===== config.mk =====
export PLATFORM = sky130hd
export DESIGN_NAME = sseg_mux_decoder
export DESIGN_NICKNAME = d
export VERILOG_FILES = /design/src/rtl/sseg_pkg.sv /design/src/rtl/sseg_pattern_decode.sv /design/src/rtl/sseg_mux_decoder.sv
export SDC_FILE = /design/constraint.sdc
export NUM_CORES = 1
export LEC_CHECK = 0
export ABC_CLOCK_PERIOD_IN_PS = 5100
export BUFFER_PORTS_ARGS = -buffer_cell sky130_fd_sc_hd__buf_2
export CAP_MARGIN = 10
export CELL_PAD_IN_SITES_DETAIL_PLACEMENT = 1
export CELL_PAD_IN_SITES_GLOBAL_PLACEMENT = 1
export CORE_ASPECT_RATIO = 2
export CORE_MARGIN = 10
export CORE_UTILIZATION = 49
export DETAILED_ROUTE_END_ITERATION = 8
export GPL_ROUTABILITY_DRIVEN = 0
export PLACE_DENSITY = 0.81
export SLEW_MARGIN = 10
export SYNTH_ARGS = -nofsm -noshare
export SYNTH_HDL_FRONTEND = slang
export SYNTH_SLANG_ARGS = --single-unit

===== constraint.sdc =====
create_clock -name clk -period 5.1 [get_ports clk]
set_input_delay 0 -clock clk [delete_from_list [all_inputs] [get_ports clk]]
set_output_delay 0 -clock clk [all_outputs]
set_load 0.005 [all_outputs]

===== src/rtl/sseg_pkg.sv =====
// Shared constants and types for the seven-segment mux decoder.
// Holds the hex-to-segment table, the FSM state type and the one-hot digit enables.
package sseg_pkg;

   // Active-high segment patterns, bit order g..a.
   localparam logic [6:0] SEG_0 = 7'h3F;
   localparam logic [6:0] SEG_1 = 7'h06;
   localparam logic [6:0] SEG_2 = 7'h5B;
   localparam logic [6:0] SEG_3 = 7'h4F;
   localparam logic [6:0] SEG_4 = 7'h66;
   localparam logic [6:0] SEG_5 = 7'h6D;
   localparam logic [6:0] SEG_6 = 7'h7D;
   localparam logic [6:0] SEG_7 = 7'h07;
   localparam logic [6:0] SEG_8 = 7'h7F;
   localparam logic [6:0] SEG_9 = 7'h6F;
   localparam logic [6:0] SEG_A = 7'h77;
   localparam logic [6:0] SEG_B = 7'h7C;
   localparam logic [6:0] SEG_C = 7'h39;
   localparam logic [6:0] SEG_D = 7'h5E;
   localparam logic [6:0] SEG_E = 7'h79;
   localparam logic [6:0] SEG_F = 7'h71;

   localparam logic [3:0] AN_DIG0 = 4'b0001;
   localparam logic [3:0] AN_DIG1 = 4'b0010;
   localparam logic [3:0] AN_DIG2 = 4'b0100;
   localparam logic [3:0] AN_DIG3 = 4'b1000;

   typedef enum logic [1:0] {
      IDLE     = 2'd0,
      TRACK    = 2'd1,
      CAPTURED = 2'd2
   } state_t;

endpackage


===== src/rtl/sseg_pattern_decode.sv =====
// Combinational inverse of the hex-to-segment table.
// legal is low for any pattern outside the 16-entry table.
module sseg_pattern_decode
   import sseg_pkg::*;
(
   input  logic [6:0] seg,
   output logic       legal,
   output logic [3:0] hex
);

   always_comb begin
      legal = 1'b1;
      hex   = '0;
      case (seg)
         SEG_0:   hex = 4'h0;
         SEG_1:   hex = 4'h1;
         SEG_2:   hex = 4'h2;
         SEG_3:   hex = 4'h3;
         SEG_4:   hex = 4'h4;
         SEG_5:   hex = 4'h5;
         SEG_6:   hex = 4'h6;
         SEG_7:   hex = 4'h7;
         SEG_8:   hex = 4'h8;
         SEG_9:   hex = 4'h9;
         SEG_A:   hex = 4'hA;
         SEG_B:   hex = 4'hB;
         SEG_C:   hex = 4'hC;
         SEG_D:   hex = 4'hD;
         SEG_E:   hex = 4'hE;
         SEG_F:   hex = 4'hF;
         default: legal = 1'b0;
      endcase
   end

endmodule


===== src/rtl/sseg_mux_decoder.sv =====
// Recovers four hex digits from a multiplexed seven-segment drive (an/sseg).
// Optional macro SSEG_DEC_CHANGE_IRQ_EN enables the change_pulse output.
module sseg_mux_decoder
   import sseg_pkg::*;
#(
   parameter int unsigned STABLE_CYCLES = 16
) (
   input  logic       clk,
   input  logic       reset,
   input  logic [3:0] an,
   input  logic [7:0] sseg,
   output logic [3:0] hex3,
   output logic [3:0] hex2,
   output logic [3:0] hex1,
   output logic [3:0] hex0,
   output logic [3:0] dp_out,
   output logic [3:0] digit_valid,
   output logic [3:0] seg_err,
   output logic       frame_done,
   output logic       change_pulse
);

   localparam int unsigned CW = $clog2(STABLE_CYCLES + 1);
   localparam logic [CW-1:0] CNT_MAX = CW'(STABLE_CYCLES);
   localparam logic [CW-1:0] CNT_ONE = CW'(1);

   logic [3:0] an_s1, an_s2, an_p;
   logic [7:0] sseg_s1, sseg_s2, sseg_p;
   state_t state_q, state_d;
   logic [CW-1:0] cnt_q, cnt_d;
   logic capture;
   logic one_hot;
   logic [1:0] idx;
   logic changed;
   logic legal;
   logic [3:0] dec_hex;
   logic [3:0][3:0] hex_r;
   logic [3:0] mask_q;

   always_ff @(posedge clk or posedge reset) begin
      if (reset) begin
         an_s1   <= '0;
         an_s2   <= '0;
         an_p    <= '0;
         sseg_s1 <= '0;
         sseg_s2 <= '0;
         sseg_p  <= '0;
      end else begin
         an_s1   <= an;
         an_s2   <= an_s1;
         an_p    <= an_s2;
         sseg_s1 <= sseg;
         sseg_s2 <= sseg_s1;
         sseg_p  <= sseg_s2;
      end
   end

   always_comb begin
      one_hot = 1'b1;
      idx     = 2'd0;
      case (an_s2)
         AN_DIG0: idx = 2'd0;
         AN_DIG1: idx = 2'd1;
         AN_DIG2: idx = 2'd2;
         AN_DIG3: idx = 2'd3;
         default: one_hot = 1'b0;
      endcase
   end

   assign changed = (an_s2 != an_p) || (sseg_s2 != sseg_p);

   sseg_pattern_decode u_decode (
      .seg   (sseg_s2[6:0]),
      .legal (legal),
      .hex   (dec_hex)
   );

   always_ff @(posedge clk or posedge reset) begin
      if (reset) begin
         state_q <= IDLE;
         cnt_q   <= '0;
      end else begin
         state_q <= state_d;
         cnt_q   <= cnt_d;
      end
   end

   // Capture fires on the edge where the count would reach STABLE_CYCLES.
   always_comb begin
      state_d = state_q;
      cnt_d   = cnt_q;
      capture = 1'b0;
      case (state_q)
         IDLE: begin
            cnt_d = '0;
            if (one_hot) begin
               state_d = TRACK;
               cnt_d   = CNT_ONE;
            end
         end
         TRACK: begin
            if (!one_hot) begin
               state_d = IDLE;
               cnt_d   = '0;
            end else if (changed) begin
               cnt_d = CNT_ONE;
            end else if (cnt_q >= CNT_MAX - CNT_ONE) begin
               capture = 1'b1;
               state_d = CAPTURED;
               cnt_d   = CNT_MAX;
            end else begin
               cnt_d = cnt_q + CNT_ONE;
            end
         end
         CAPTURED: begin
            if (!one_hot) begin
               state_d = IDLE;
               cnt_d   = '0;
            end else if (changed) begin
               state_d = TRACK;
               cnt_d   = CNT_ONE;
            end
         end
         default: begin
            state_d = IDLE;
            cnt_d   = '0;
         end
      endcase
   end

   // A full mask is seen one cycle after the fourth capture, then cleared.
   always_ff @(posedge clk or posedge reset) begin
      if (reset) begin
         hex_r       <= '0;
         dp_out      <= '0;
         digit_valid <= '0;
         seg_err     <= '0;
         mask_q      <= '0;
         frame_done  <= 1'b0;
      end else begin
         if (capture) begin
            if (legal) hex_r[idx] <= dec_hex;
            dp_out[idx]      <= sseg_s2[7];
            digit_valid[idx] <= legal;
            seg_err[idx]     <= ~legal;
         end
         if (mask_q == 4'b1111) begin
            mask_q     <= '0;
            frame_done <= 1'b1;
         end else begin
            frame_done <= 1'b0;
            if (capture) mask_q <= mask_q | an_s2;
         end
      end
   end

   assign hex0 = hex_r[0];
   assign hex1 = hex_r[1];
   assign hex2 = hex_r[2];
   assign hex3 = hex_r[3];

`ifdef SSEG_DEC_CHANGE_IRQ_EN
   logic [3:0] new_hex;
   logic       differs;

   assign new_hex = legal ? dec_hex : hex_r[idx];
   assign differs = {new_hex, sseg_s2[7], legal} !=
                    {hex_r[idx], dp_out[idx], digit_valid[idx]};

   always_ff @(posedge clk or posedge reset) begin
      if (reset) change_pulse <= 1'b0;
      else       change_pulse <= capture && differs;
   end
`else
   assign change_pulse = 1'b0;
`endif

endmodule


Word level (Yosys, flattened, before mapping)
Cells that the tools add are included.
{ "op_classes": {"reduce_logical": 8, "mux": 33, "bitwise_logic": 2, "n_eq_ne": 29, "addsub": 1, "magnitude_cmp": 3} }
{ "op_table": {"columns": ["operator", "n"], "rows": [
  ["$eq 7x7->1 const B", 12],
  ["$pmux 4 s15", 1],
  ["$mux 5", 5],
  ["$bwmux 16", 1],
  ["$reduce_or 16->1", 1],
  ["$pmux 5 s3", 1],
  ["$eq 7x3->1 const B", 2],
  ["$eq 7x6->1 const B", 2],
  ["$bwmux 4", 3],
  ["$mux 2", 6],
  ["$mux 4", 3],
  ["$pmux 2 s3", 2],
  ["$mux 1", 9],
  ["$ne 3x3->1 const B", 3],
  ["$demux 4 s2", 1],
  ["$eq 4x4->1 const B", 2],
  ["$ne 8x8->1", 1],
  ["$add 5x1->5 const B", 1],
  ["$ge 5x4->1 const B", 1],
  ["$eq 4x1->1 const B", 1],
  ["$eq 4x2->1 const B", 1],
  ["$eq 4x3->1 const B", 1],
  ["$ne 4x4->1", 1],
  ["$or 4x4->4", 1],
  ["14 further kinds", 14]
]} }
{ "totals": {"elab_cells": 93, "ff_bits": 76, "inputBits": 14, "output_inout_bits": 30} }

Depth between registers and ports, before layout
{ "depth": {"depth_word": 7, "ltp_mapped": 10, "depth_no_buf": 9} }

By module
Synthesis repeated with hierarchy kept, for this count alone.
{ "hier_totals": {"cells_unflattened": 273, "area_unflattened_um2": 3457.1} }
{ "modules_own_cells": {"columns": ["module", "area_each_um2", "n_inst", "seq_area_each_um2", "cells_each"], "rows": [
  ["sseg_mux_decoder", 3069.2, 1, 1901.8, 214],
  ["sseg_pattern_decode", 387.9, 1, 0.0, 59]
]} }

Worst setup path after synthesis
OpenSTA, ideal clock, no wires.
{ "synth_path": {"kind": "register -> register", "from": "register cnt_q[0]", "to": "register hex_r (netlist bit hex0[3])", "path_buffers": 0, "arrival_time_ns": 2.288, "synth_period_minus_slack_ns": 2.415, "t_required_ns": 4.972, "stages_incl_launch_ff": 10, "setup_slack_ns": 2.685, "setup_time_ns": 0.128, "path_cell_list": "dfrtp_1 ha_1 and3_1 ha_1 nor2_1 and2_1 nor4b_4 and4_2 and2_4 mux2_1"} }
{ "synth_via": {"elab_chain_len": 6} }
{ "synth_lines": {"columns": ["item", "line_no", "source"], "rows": [
  ["start: declaration", "sseg_mux_decoder.sv:30", "logic [CW-1:0] cnt_q, cnt_d;"],
  ["start signal: assignment", "sseg_mux_decoder.sv:84", "cnt_q <= cnt_d;"],
  ["$ge 5x4->1", "sseg_mux_decoder.sv:107", "end else if (cnt_q >= CNT_MAX - CNT_ONE) begin"],
  ["$mux 1", "sseg_mux_decoder.sv:107", null],
  ["$mux 1", "sseg_mux_decoder.sv:105", "end else if (changed) begin"],
  ["$mux 1", "sseg_mux_decoder.sv:102", "if (!one_hot) begin"],
  ["$mux 1", "sseg_mux_decoder.sv:93", "case (state_q)"],
  ["$reduce_and 2->1 (no source line)", null, null],
  ["end signal: indexed assignment", "sseg_mux_decoder.sv:142", "if (legal) hex_r[idx] <= dec_hex;"],
  ["end: declaration", "sseg_mux_decoder.sv:37", "logic [3:0][3:0] hex_r;"]
]} }
No other way between the ends.
A chain may end at the register's enable or synchronous reset.

Worst setup path in the final report
{ "layout_path": {"from": "register cnt_q[0]", "to": "register hex_r (netlist bit hex2[3])"} }
The elaborated chain is that of the path after synthesis.

==> run summary <==
Status: finished, final reports clean
Synth Flop Type: dfrtp_1
Largest net degree at the start of global routing: 77
Post-synthesis cell type count: 54
First-pass GRT wire length: 14550 um
Initial DRC count: 211
Achievable frequency: 0.3451 GHz
Worst Setup Start Kind: flop
Synth-to-Final Area Change: 23.06%
DP HPWL: 5635 um
Final TNS setup: 0 ns
Cell depth of the worst hold path: 2
Initial antenna violation count: 0
Commonest non-fill, non-tap cell in the layout: dfrtp_1
Max cap viols: 0
Rows: 40
Core area: 6056 um^2
Via count: 2268
Post-layout nets: 328
Max stage delay on crit path: 0.52 ns
Gr ovfl total: 0
Peak VDD IR: 234.1 uV
Post-CTS setup buffers: 0
PD cells: 360.8 nW/um^2
Fin crit period: 2.898 ns
Critical path's slowest cell: nor4b_4
CTS resizes: 0
CTS Sinks: 76
Port bufs: 42
Worst r2r path cells: 9
Ports: 44
RSZ-0062 raised after global routing: no
Yosys reg bits: 76
Crit path max-delay family: simple AND/OR/NAND/NOR gates
Clock slew at reported path FFs: 0.07 ns
Die W: 76.18 um
R2r setup slk: 2.20 ns
Max_slew headroom: 37.65%
Asr flop ratio synth: 100.0%
CP cell instances: ha_1, and3_1, ha_1, nor2_1, and2_1, nor4b_4, nand4_2, nor2b_2, mux2_1
Hold WS: 0.3038 ns
Sequential-to-total area share from yosys stat: 61.49%
Crit path from: cnt_q[0]
Die footprint: 10080 um^2
WL per Instance: 22.24 um
Clock buffer depth: 2
Fin. Hold Viols: 0
Worst Clk Skew: 0.01396 ns
Worst Tran Pin Value: 0.9352 ns
Reg area: 1902 um^2
Most frequent CP cell: ha_1
Vias per Instance: 5.656
Final period util: 56.82%
Crit end category: flop
Post-route antenna net violation count: 0
Initial core utilization: 51.07%
Crit Path Max Fanout: 9
Post-Route WL: 8918 um
Fin. max-slew vios: 0
Antenna fix cells: 0
Gr usage total: 18.48%
Synthesized Nets: 271
Multi-input gate area in the final layout: 1127 um^2
R2r endpoint: hex2[3]
Number of synthesized flops with an enable pin: 0
Warnings, synthesis: 0
DRT Pass-1 Iters: 4
TritonCTS clock tree: done
Hold_sp: an[3]
CP Data Required Time: 5.32 ns
Share of cells above drive strength 1: 24.61%
CP Data Arrival Time: 3.12 ns
Most frequent cells in the layout: 76 x dfrtp_1, 42 x buf_2, 30 x nor2_1, 13 x dlygate4sd3_1, 12 x a21oi_1
Worst min-delay path class: input pin to flop
Syn avg cell area: 12.13 um^2
Vias in the first global route: 2677
Worst Path Buf+Inv: 0
Clk_lat worst skew: 0.34 ns
Leak pwr: 1.851 nW
Filler cell count: 613
Mapped Area: 3093 um^2
End of the worst hold path: an_s1[3]
Synth Instances: 255
Crit Reg-Reg Startpoint: cnt_q[0]
Num CTS Buffers: 9
Final setup fails: 0
DRC violations left: 0
Die extent in y: 132.4 um
CP Class: flop to flop
Root Driver: clkbuf_16
H-tree depth: 3
-- cell type report --
class	count	area share, %
Timing Repair Buffer	56	9.139
Clock inverter	6	1.841
Multi-Input combinational cell	165	29.62
Clock buffer	10	6.279
Sequential cell	76	49.97
Tap cell	84	2.761
Inverter	4	0.3945
-- metrics by stage --
step	setup WS (ns)	std cells	util, %	power (mW)	cell area (um^2)
finish	2.202	401	62.85	1.373	3806
global placement	2.468	372	55.60	0.7037	3367
detailed placement	2.280	372	55.60	0.7066	3367
floorplan	2.685	255	-	0.6855	3093
CTS	2.212	401	62.85	1.372	3806
global route	2.013	401	62.85	1.410	3806
-- repair_timing --
| action | 4_1_cts | 5_1_grt |
|---|---|---|
| endpoints found under the hold margin | 87 | 0 |
| setup endpoints to repair | 0 | 0 |
| hold buffers | 13 | 0 |
-- metal layers --
layer	up-vias	wire, um	track usage (%)
met5	-	0	0
met4	0	308	10.08
met3	18	326	4.303
met2	66	5082	33.90
met1	1170	3200	18.40
li1	1014	-	-
-- sequential cells by signal, summed over array words and instances, names as in the netlist, 5 cells and up --
| register | flops |
|---|---|
| sseg_p | 8 |
| sseg_s1 | 8 |
| sseg_s2 | 8 |
| cnt_q | 5 |
-- worst max path at each step --
stage               cells past startpoint      end  slack, ns
CTS                                     9  hex2[3]       2.21
global placement                        9  hex1[3]       2.47
floorplan                               9  hex0[3]       2.68
finish                                  9  hex2[3]       2.20
detailed placement                      9  hex2[3]       2.28
global route                            9  hex2[3]       2.01
-- worst reg2reg max path, delay by kind of cell (launching register included) --
kind / cells / cell delay, ns
AND/OR/NAND/NOR: 6 / 1.61
multiplexers: 1 / 0.34
flip-flops: 1 / 0.42
adder cells (fa/ha/maj): 2 / 0.42
-- logic make-up (layout without fill, tap and decap cells) --
logic type / Yosys count / after routing / share of synthesized area [%]
AO/OA/AOI/OAI: 48 / 48 / 10.96
XOR/XNOR: 13 / 13 / 3.681
adder cells (fa/ha/maj): 2 / 2 / 0.8089
buffers and inverters: 14 / 76 / 2.063
flip-flops: 76 / 76 / 61.49
multiplexers: 8 / 8 / 3.034
other: 1 / 1 / 0.1212
AND/OR/NAND/NOR: 93 / 93 / 17.84
-- power by group --
group	total, mW	leakage [nW]	switching (mW)	internal [mW]
Combinational	0.0642	0.721	0.0361	0.0281
Clock	0.668	0.154	0.270	0.398
Sequential	0.641	0.977	0.0229	0.618
Total	1.37	1.85	0.329	1.04
-- synthesized netlist by cell type, types with 2 or more instances --
cell type,instances,area [um^2]
nand4b_1,4,35.03
mux2_2,5,56.30
a221oi_1,2,17.52
and2_1,2,12.51
xnor2_1,9,78.83
and3_1,2,12.51
a21oi_1,12,60.06
nand3_1,3,15.01
nor3_1,3,15.01
nand3b_1,2,15.01
mux2_1,2,22.52
clkbuf_1,5,18.77
nand2b_1,6,37.54
ha_1,2,25.02
nor2b_1,5,31.28
o211ai_1,2,15.01
nor4bb_1,2,20.02
nand4_1,9,56.30
buf_4,2,15.01
nor2_1,30,112.6
a21o_1,4,30.03
o22a_1,4,35.03
buf_2,2,10.01
nand2_1,9,33.78
dfrtp_1,76,1902
o21a_1,5,37.54
inv_1,4,15.01
a2bb2oi_1,8,70.07
xor2_1,4,35.03
and2_4,2,17.52
o21ai_0,5,25.02
No activity file was read; power rests on OpenSTA's default activity.
